==> src/rtl/blink_timer.sv <==
// Phase duration timer for the blinking state machine: times each ON/OFF phase
// and returns a one-cycle step pulse. Optional prescaler under BLINK_TIMER_PRESCALE_EN.
module blink_timer #(
  parameter int PRESCALE = 50000,
  parameter int CNT_W    = 16
) (
  input  logic             i_clk,
  input  logic             i_rst_n,
  input  logic [2:0]       i_count_ena,
  input  logic [CNT_W-1:0] i_on_ticks,
  input  logic [CNT_W-1:0] i_off_ticks,
  output logic             o_ena,
  output logic             o_busy,
  output logic [1:0]       dbg_state
);

  typedef enum logic [1:0] {
    IDLE = 2'd0,
    RUN  = 2'd1,
    WAIT = 2'd2
  } state_t;

  state_t           state, state_next;
  logic [1:0]       prev_ena;
  logic [CNT_W-1:0] phase, phase_next, phase_inc;
  logic [CNT_W-1:0] target, target_next, sel_ticks;
  logic             ena_next;
  logic             change;
  logic             tick;
  logic             unused_bit0;

  assign unused_bit0 = i_count_ena[0];
  assign change      = (i_count_ena[2:1] != prev_ena);
  assign phase_inc   = phase + CNT_W'(1);
  assign sel_ticks   = i_count_ena[1] ? i_on_ticks : i_off_ticks;

`ifdef BLINK_TIMER_PRESCALE_EN
  localparam int PS_W = (PRESCALE > 1) ? $clog2(PRESCALE) : 1;

  logic [PS_W-1:0] presc, presc_next;

  assign tick = (state == RUN) && (presc == PS_W'(PRESCALE - 1));

  // Prescaler only runs while timing; a restart or IDLE clears it.
  always_comb begin
    presc_next = presc;
    if (!i_count_ena[2] || change) begin
      presc_next = '0;
    end else if (state == RUN) begin
      presc_next = tick ? '0 : presc + 1'b1;
    end
  end

  always_ff @(posedge i_clk or negedge i_rst_n) begin
    if (!i_rst_n) begin
      presc <= '0;
    end else begin
      presc <= presc_next;
    end
  end
`else
  localparam int unused_prescale = PRESCALE;

  assign tick = (state == RUN);
`endif

  always_comb begin
    state_next  = state;
    phase_next  = phase;
    target_next = target;
    ena_next    = 1'b0;
    if (!i_count_ena[2]) begin
      state_next = IDLE;
      phase_next = '0;
    end else if (change) begin
      // A change always restarts, even if the old phase finishes this edge.
      state_next  = RUN;
      phase_next  = '0;
      target_next = (sel_ticks == '0) ? CNT_W'(1) : sel_ticks;
    end else if (state == RUN && tick) begin
      if (phase_inc == target) begin
        state_next = WAIT;
        ena_next   = 1'b1;
      end else begin
        phase_next = phase_inc;
      end
    end
  end

  always_ff @(posedge i_clk or negedge i_rst_n) begin
    if (!i_rst_n) begin
      state    <= IDLE;
      prev_ena <= 2'b00;
      phase    <= '0;
      target   <= '0;
      o_ena    <= 1'b0;
    end else begin
      state    <= state_next;
      prev_ena <= i_count_ena[2:1];
      phase    <= phase_next;
      target   <= target_next;
      o_ena    <= ena_next;
    end
  end

  assign o_busy    = (state == RUN);
  assign dbg_state = state;

endmodule

==> config.mk <==
export PLATFORM = sky130hd
export DESIGN_NAME = blink_timer
export DESIGN_NICKNAME = d
export VERILOG_FILES = /design/src/rtl/blink_timer.sv
export SDC_FILE = /design/constraint.sdc
export NUM_CORES = 1
export LEC_CHECK = 0
export CAP_MARGIN = 10
export CORE_UTILIZATION = 40
export CTS_CLUSTER_SIZE = 30
export DETAILED_ROUTE_END_ITERATION = 12
export SKIP_LAST_GASP = 1
export SYNTH_ARGS = -nofsm -noshare
export SYNTH_HDL_FRONTEND = slang
export SYNTH_SLANG_ARGS = --single-unit
==> constraint.sdc <==
create_clock -name i_clk -period 7.2 [get_ports i_clk]
set_input_delay 1.44 -clock i_clk [delete_from_list [all_inputs] [get_ports i_clk]]
set_output_delay 1.44 -clock i_clk [all_outputs]
set_load 0.05 [all_outputs]
==> metrics, run 1 <==
Mean Syn Cell Area=between 8 and 9 µm²; vias in the first global route=~2100; Finished Layout Cells=roughly 400; Bufs on Longest Clock Path=2; Yosys top cell area share=about 36%; total CTS buffers=5; crit path launch type=input port; CTS tree=yes; Die W=82.57 µm; Hold Slack=0.5059 ns; Worst Path Required=roughly 7.4 ns; Hold Path End=target[13]; register area=~930 µm²; kind of critical path=input port to flop; worst r2r src=phase[0]; Design Power=roughly 530 µW; grt ovf=0; leading area contributor after synthesis=dfrtp_1; dpl hpwl=between 4 and 5 mm; r2r setup slk=roughly 4.1 ns; number of routed nets with antenna violations=0; Clock Skews=a little over 0.008 ns; port bufs=39; clock sinks=37; Critical Path Fanout Max=19; hold crit path type=flop to flop; setup_tns=0 ns; Seq cells post-synth=37; crit-path cells=clkdlybuf4s50_1 > xnor2_1 > nand3_1 > or4_1 > o21ai_2; IO Pins=between 40 and 50; Fillers=roughly 620; total track usage=just over 20%; dpl cells=between 300 and 400; Reg2Reg Depth=8; crit path DAT=around 4.2 ns; Clk Latency, worst-skew pair=approximately 0.3 ns; ys flop type=dfrtp_1; slew of the pin with the lowest slew margin=0.9366 ns; power per cell area=between 150 and 200 mW/mm²; async set-reset flop share out of synthesis=100.0%; Final nets=between 300 and 400; slew margin rel.=approximately 37%; critical path endpoint category=flop; Root Driver=clkbuf_8; top cells by area, synth=dfrtp_1, mux2i_1, nand2_1; first-pass GRT wire length=approximately 10 mm; First-pass DRT Iterations=4; final hold vios=0; crit path time final=around 4.0 ns; run status=completed; period utilization=55.34%; Max Slew Vio Count=0; Post-Syn Nets=about 330; worst vdd ir=98.96 µV; worst reg2reg path endpoint=dbg_state[0]; Mapped Cells=between 200 and 300; post-synthesis sequential area ratio=between 30% and 40%; number of core rows=28; maximum capacitance violations=0; Max Clock Freq=about 250 MHz; share of layout cells above drive strength 1=7.165%; antenna violations before repair=0; core area=around 0.006 mm²; HP Start=target[13]; post-layout util=around half; count leader, synth=dfrtp_1; clk slew on worst S/H paths=about 0.080 ns; Routed WL=6.235 mm; Area growth, synth to finish=18.55%; number of diodes=0; # resized after CTS=0; pin count of the biggest net entering global routing=38; Ys Warns=0; vias=between 2000 and 2500; DR vias/cell=between 5 and 6; setup violators final=0; Post-Syn Area=between 0.002 and 0.003 mm²; CP max stage cell=clkdlybuf4s50_1; die area=0.006817 mm²; initial DRC count=between 100 and 150; Post-synth top cells=dfrtp_1, nand2_1, o21ai_0; multi-input gate area in the final layout=about 0.0016 mm²; die height=around 83 µm; Pleak=~0.0012 µW; Initial Utilization=a little over two fifths; biggest cell delay along the critical path=between 0.8 and 0.9 ns; Max H-tree Level=2; EDFF count, synth=0; post-CTS setup buffer count=0; routed len/inst=around 16 µm; Yosys cell types=56; RSZ-0062 raised after global routing=no; cell count of the worst hold path=2; DRC viols=0; cts-stage hold buffer count=0; Placer Congestion=between 0.9 and 1
[logic make-up after synthesis]
kind of cell	Yosys count	share of synthesized area [%]
adder cells (fa/ha/maj)	1	0.4819
XOR/XNOR	17	6.024
buffers and inverters	22	4.626
AO/OA/AOI/OAI	75	18.94
flip-flops	37	35.66
multiplexers	16	6.169
AND/OR/NAND/NOR	126	28.10
[state kept, by name, indices dropped and copies added, names as in the netlist]
| register | count |
|---|---|
| phase | 16 |
| target | 16 |
| dbg_state | 2 |
| prev_ena | 2 |
| o_ena | 1 |
[worst max-delay path: cells and delay by family]
kind            cells  cell delay [ns]
simple gates        2             1.34
buf+inv             1             0.89
xor+xnor            1             0.46
compound gates      1             0.07
[report_power, final]
| part | internal [µW] | switching, µW |
|---|---|---|
| Sequential | 222 | 17.9 |
| Clock | 104 | 81.8 |
| Combinational | 50.4 | 51.7 |
| Total | 377 | 151 |
[routing by layer]
metal  part of all wire (%)  GRT usage, %  wire (µm)  vias to the layer above
met2                     47         33.88       2919                       50
met3                    3.8         2.747        234                        6
li1                       -             -          -                     1162
met4                    1.2         5.690         72                        0
met1                     48         27.00       3009                     1085
met5                      0             0          0                        -
[worst max path at each step]
| stage | start | endpoint | slack (ns) | cells after the start |
|---|---|---|---|---|
| 2_1_floorplan | i_count_ena[1] | phase[11] | 4.36 | 5 |
| 6_report | i_count_ena[1] | phase[13] | 3.22 | 5 |
| 5_1_grt | i_count_ena[1] | phase[12] | 2.94 | 5 |
| 3_5_place_dp | i_count_ena[1] | phase[13] | 2.85 | 5 |
| 3_3_place_gp | i_count_ena[1] | phase[11] | 2.87 | 5 |
| 4_1_cts | i_count_ena[1] | phase[13] | 3.16 | 5 |
[stage by stage]
step                setup WS [ns]  area, µm²
floorplan                   4.362       2596
global placement            2.873       2963
detailed placement          2.851       2963
CTS                         3.156       3078
global route                2.938       3078
finish                      3.216       3078
[placed cells by master, fill, tap and decap left out, types with 2 or more instances in the layout]
cell and n:
and4_1 4, mux2i_1 16, a31oi_1 2, nor3_1 8, nand2b_1 7, nor2_1 9
nor4_1 8, or3_1 11, a21oi_1 11, clkbuf_8 5, a21oi_2 3, and3_1 3
o21ai_1 4, o31ai_1 6, xnor2_1 10, nand2_1 35, clkdlybuf4s50_1 38, o21ai_2 5
xor2_1 6, o21a_1 2, nand4_1 5, o211ai_1 6, a211oi_1 4, or4_1 11
nand3_1 8, dfrtp_1 37, and2_1 4, o21ai_0 22, nor2b_1 4
[cell type report]
class                           count  area share (%)
Clock inverter                      3           1.504
Multi-Input combinational cell    235           50.37
Tap cell                           75           3.049
Clock buffer                        5           2.236
Sequential cell                    37           30.08
Timing Repair Buffer               39           12.52
Inverter                            2          0.2439
No activity file was read; power rests on OpenSTA's default activity.
==> inputs of run 2 (changes only) <==
==> constraint.sdc (replaced) <==
create_clock -name i_clk -period 3.45 [get_ports i_clk]
set_input_delay 0.69 -clock i_clk [delete_from_list [all_inputs] [get_ports i_clk]]
set_output_delay 0.69 -clock i_clk [all_outputs]
set_load 0.05 [all_outputs]
==> run 2 against run 1 <==
Compared with the run above: cell count up 1.3%; utilization is 0.62 points higher; global-route usage grew 0.99 points; worst setup slack got worse by 2.8 ns; sequential share of layout area is 0.36 points lower; routed wire length up 0.72%; final area increased by 1.2%; die area stayed put; non-clock buffer count increased by 5; power is 110% higher; critical path type is now flop to flop.
==> metrics, run 2 (same netlist as run 1, synthesis figures left out) <==
die area=0.006817 mm² (unchanged); setup violators final=0 (unchanged); Max Slew Vio Count=0 (unchanged); vias=2345 (+1.8%); CTS tree=yes; cts-stage hold buffer count=0 (unchanged); Largest regs=phase: 16 flops, target: 16 flops; Final nets=363 (+1.4%); # resized after CTS=0 (unchanged); Die W=82.57 µm (unchanged); period utilization=about nine tenths; antenna violations before repair=0 (unchanged); total track usage=21.16% (+0.99 points); crit path time final=3.051 ns; dpl cells=393 (+1.3%); r2r setup slk=0.40 ns (-3.72 ns); Bufs on Longest Clock Path=2 (unchanged); most common cell after layout, fill and taps aside=clkdlybuf4s50_1; Critical Path Fanout Max=33 (+14); kind of critical path=flop to flop; final hold vios=0 (unchanged); first-pass GRT wire length=10.90 mm (+5.7%); Finished Layout Cells=401 (+1.3%); total CTS buffers=5 (unchanged); DRC viols=0 (unchanged); hold crit path type=input port to asynchronous set/reset pin; Max Clock Freq=about 330 MHz; worst reg2reg path endpoint=dbg_state[0]; power per cell area=356.2 mW/mm² (+110%); Area growth, synth to finish=20.00%; Max H-tree Level=2 (unchanged); number of core rows=28 (unchanged); Hold Slack=0.4978 ns (-0.008151 ns); crit path launch type=flop; routed len/inst=15.66 µm (-0.53%); Root Driver=clkbuf_8; DR vias/cell=5.848 (+0.55%); core area=0.006096 mm² (unchanged); commonest cells after routing, fill and taps aside=clkdlybuf4s50_1, dfrtp_1, nand2_1; Pleak=0.001211 µW (+2.0%); critical path endpoint category=flop; Clk Latency, worst-skew pair=0.29 ns (about the same); Final WS setup=0.3986 ns (-2.817 ns); worst vdd ir=162.7 µV (+64%); number of diodes=0 (unchanged); RSZ-0062 raised after global routing=no; die height=82.57 µm (unchanged); Clock Skews=0.009968 ns (+0.001689 ns); worst r2r src=phase[0]; Reg2Reg Depth=8 (unchanged); initial DRC count=108 (-13%); slew of the pin with the lowest slew margin=0.8438 ns (-0.09275 ns); clock sinks=37 (unchanged); dpl hpwl=4.780 mm (+2.7%); number of routed nets with antenna violations=0 (unchanged); post-CTS setup buffer count=0 (unchanged); Place WS=0.4294 ns (-2.422 ns); vias in the first global route=2246 (+4.8%); Initial Utilization=42.59% (unchanged); clk slew on worst S/H paths=0.08 ns (about the same); maximum capacitance violations=0 (unchanged); setup_tns=0 ns (unchanged); grt ovf=0 (unchanged); share of layout cells above drive strength 1=8.589% (+1.4 points); pin count of the biggest net entering global routing=38 (unchanged); run status=completed; slew margin rel.=43.75% (+6.4 points); Placer Congestion=0.8855 (-2.0%); Routed WL=6.280 mm (+0.72%); Fillers=605 (-1.6%); IO Pins=41 (unchanged); crit path DAT=3.22 ns (-0.99 ns); post-layout util=51.11% (+0.62 points); Worst Path Required=3.62 ns (-3.80 ns); First-pass DRT Iterations=4 (unchanged); port bufs=39 (unchanged)
[run 2: stage by stage]
stage	cell area [µm²]	power [µW]
after floorplan	2596	630.7
after global placement	3000	727.3
after detailed placement	3000	732.2
after CTS	3115	1124
after global routing	3115	1171
final	3115	1110
[run 2: area by class of cell]
type,count,area [µm²],area share [%]
multi-input combinational,235,1550,49.76
sequential,37,925.9,29.72
timing repair buffer,44,422.9,13.57
tap,75,93.84,3.012
clock buffer,5,68.82,2.209
clock inverter,3,46.29,1.486
inverter,2,7.507,0.2410
[run 2: worst max-delay path: stages (launching register included)]
cell	delay, ns
dfrtp_1	0.51
ha_1	0.27
nand3_1	0.34
nor4_2	0.44
mux2i_1	0.34
nor4bb_1	0.26
and4_4	0.50
and2_1	0.21
o21ai_1	0.06
[run 2: power breakdown]
part	switching [µW]	total (µW)	internal [µW]
logic	112	220	109
registers	36.8	501	464
clock network	172	388	217
total	320	1110	789
[run 2: how the worst max path moves through the flow]
stage                        start      endpoint  slack (ns)  cells after the start
after global routing      phase[0]  dbg_state[0]        0.11                      8
after CTS                 phase[0]  dbg_state[0]        0.41                      8
final                     phase[0]  dbg_state[0]        0.40                      8
after global placement    phase[0]  dbg_state[0]        0.49                      8
after detailed placement  phase[0]  dbg_state[0]        0.43                      8
after floorplan           phase[0]      phase[1]        0.99                     11
[run 2: layer usage]
metal | vias up | GRT usage (%) | wire [µm]
met5 | - | 0 | 0
met2 | 64 | 34.79 | 2904
met1 | 1098 | 28.52 | 2972
li1 | 1172 | - | -
met4 | 0 | 6.207 | 121
met3 | 11 | 3.407 | 281
==> inputs of run 3 (changes only) <==
--- a/config.mk
+++ b/config.mk
@@ -5,8 +5,9 @@
 export SDC_FILE = /design/constraint.sdc
 export NUM_CORES = 1
 export LEC_CHECK = 0
+export ABC_CLOCK_PERIOD_IN_PS = 3450
 export CAP_MARGIN = 10
-export CORE_UTILIZATION = 40
+export CORE_UTILIZATION = 25
 export CTS_CLUSTER_SIZE = 30
 export DETAILED_ROUTE_END_ITERATION = 12
 export SKIP_LAST_GASP = 1
==> run 3 against run 2 <==
Compared with the run above: count of clock-buffer cells in the layout grew 1; first-iteration DRC count is 16% higher; critical path depth stayed put; sequential power hardly changed; cell count increased by 14%; routed wire length grew 2.1%.
==> metrics, run 3 (same netlist as run 1, synthesis figures left out) <==
First-pass DRT Iterations=4 (unchanged); Pleak=0.001214 µW (+0.23%); # resized after CTS=0 (unchanged); port bufs=39 (unchanged); commonest cells after routing, fill and taps aside=clkdlybuf4s50_1, dfrtp_1, nand2_1; crit path time final=3.017 ns (-0.03457 ns); CTS tree=yes; critical path endpoint category=flop; kind of critical path=flop to flop; Max Clock Freq=331.5 MHz (+1.1%); IO Pins=41 (unchanged); Die W=103.9 µm (+26%); run status=completed; number of core rows=36 (+29%); routed len/inst=13.98 µm (-11%); maximum capacitance violations=0 (unchanged); hold crit path type=input port to asynchronous set/reset pin; r2r setup slk=0.43 ns (+0.03 ns); share of layout cells above drive strength 1=8.589% (unchanged); Worst Path Required=3.63 ns (about the same); Root Driver=clkbuf_8; setup violators final=0 (unchanged); clock sinks=37 (unchanged); crit path DAT=3.20 ns (-0.02 ns); Critical Path Fanout Max=33 (unchanged); DR vias/cell=5.115 (-13%); power per cell area=353.2 mW/mm² (-0.82%); most common cell after layout, fill and taps aside=clkdlybuf4s50_1; placed cell areas=0.003073 mm² (+2.4%); first-pass GRT wire length=10.81 mm (-0.89%); Hold Slack=0.4865 ns (-0.01125 ns); antenna violations before repair=0 (unchanged); clk slew on worst S/H paths=0.08 ns (about the same); core area=0.009910 mm² (+63%); Final WS setup=0.4332 ns (+0.03457 ns); die area=0.01080 mm² (+58%); Area growth, synth to finish=22.99%; setup_tns=0 ns (unchanged); final hold vios=0 (unchanged); RSZ-0062 raised after global routing=no; slew of the pin with the lowest slew margin=0.8371 ns (-0.006712 ns); cts-stage hold buffer count=0 (unchanged); worst vdd ir=157.8 µV (-3.0%); vias in the first global route=2250 (+0.18%); Final nets=363 (unchanged); total CTS buffers=5 (unchanged); die height=103.9 µm (+26%); DRC viols=0 (unchanged); slew margin rel.=44.19% (+0.45 points); total track usage=12.13% (-9.0 points); initial DRC count=125 (+16%); Layout Cell Area excl Fill=0.003193 mm² (+2.5%); Largest regs=phase: 16 flops, target: 16 flops; crit path launch type=flop; period utilization=87.44% (-1.0 points); post-layout util=32.22% (-19 points); vias=2348 (+0.13%); Max H-tree Level=2 (unchanged); Place WS=0.4734 ns (+0.04400 ns); Clk Latency, worst-skew pair=0.30 ns (about the same); grt ovf=0 (unchanged); Worst setup startpoint=phase[0]; number of routed nets with antenna violations=0 (unchanged); worst r2r src=phase[0]; post-CTS setup buffer count=0 (unchanged); Initial Utilization=26.20% (-16 points); Routed WL=6.415 mm (+2.1%); dpl hpwl=4.921 mm (+2.9%); Bufs on Longest Clock Path=2 (unchanged); Max Slew Vio Count=0 (unchanged); number of diodes=0 (unchanged); pin count of the biggest net entering global routing=38 (unchanged); Clock Skews=0.007325 ns (-0.002643 ns); Placer Congestion=0.8903 (+0.54%)
-- run 3: power by group --
| group | switching (µW) | internal [µW] |
|---|---|---|
| Sequential | 36.5 | 464 |
| Clock | 172 | 235 |
| Combinational | 111 | 109 |
-- run 3: area by class of cell --
class	instances	area (µm²)
multi-input combinational	235	1550
tap	133	166.4
timing repair buffer	44	422.9
clock inverter	2	37.54
clock buffer	6	82.58
sequential	37	925.9
inverter	2	7.507
fill	1091	6716
-- run 3: routing by layer --
layer	share of wire, %	track usage (%)	up-vias	routed length [µm]
li1	-	-	1171	-
met1	46	15.91	1096	2961
met2	47	20.48	70	3041
met3	4.5	1.566	11	287
met4	1.9	4.184	0	125
met5	0	0	-	0
-- run 3: worst max-delay path, cell delays in order (launching register included) --
cell and delay, ns:
dfrtp_1 0.50, ha_1 0.27, nand3_1 0.33, nor4_2 0.44, mux2i_1 0.31, nor4bb_1 0.27, and4_4 0.50, and2_1 0.21
o21ai_1 0.06
-- run 3: stage by stage --
step	cells	total power, µW
global route	459	1179
global placement	451	726.5
detailed placement	451	731.7
CTS	459	1140
floorplan	294	630.7
finish	459	1128
-- run 3: worst paths after layout --
path / cells after the start / endpoint
worst max-delay path: 8 / dbg_state[0]
worst min-delay path: 1 / phase[5]
worst max register to register: 8 / dbg_state[0]
worst min register to register: 2 / target[1]
max in group asynchronous: 1 / target[14]
min in group i_clk: 2 / target[1]
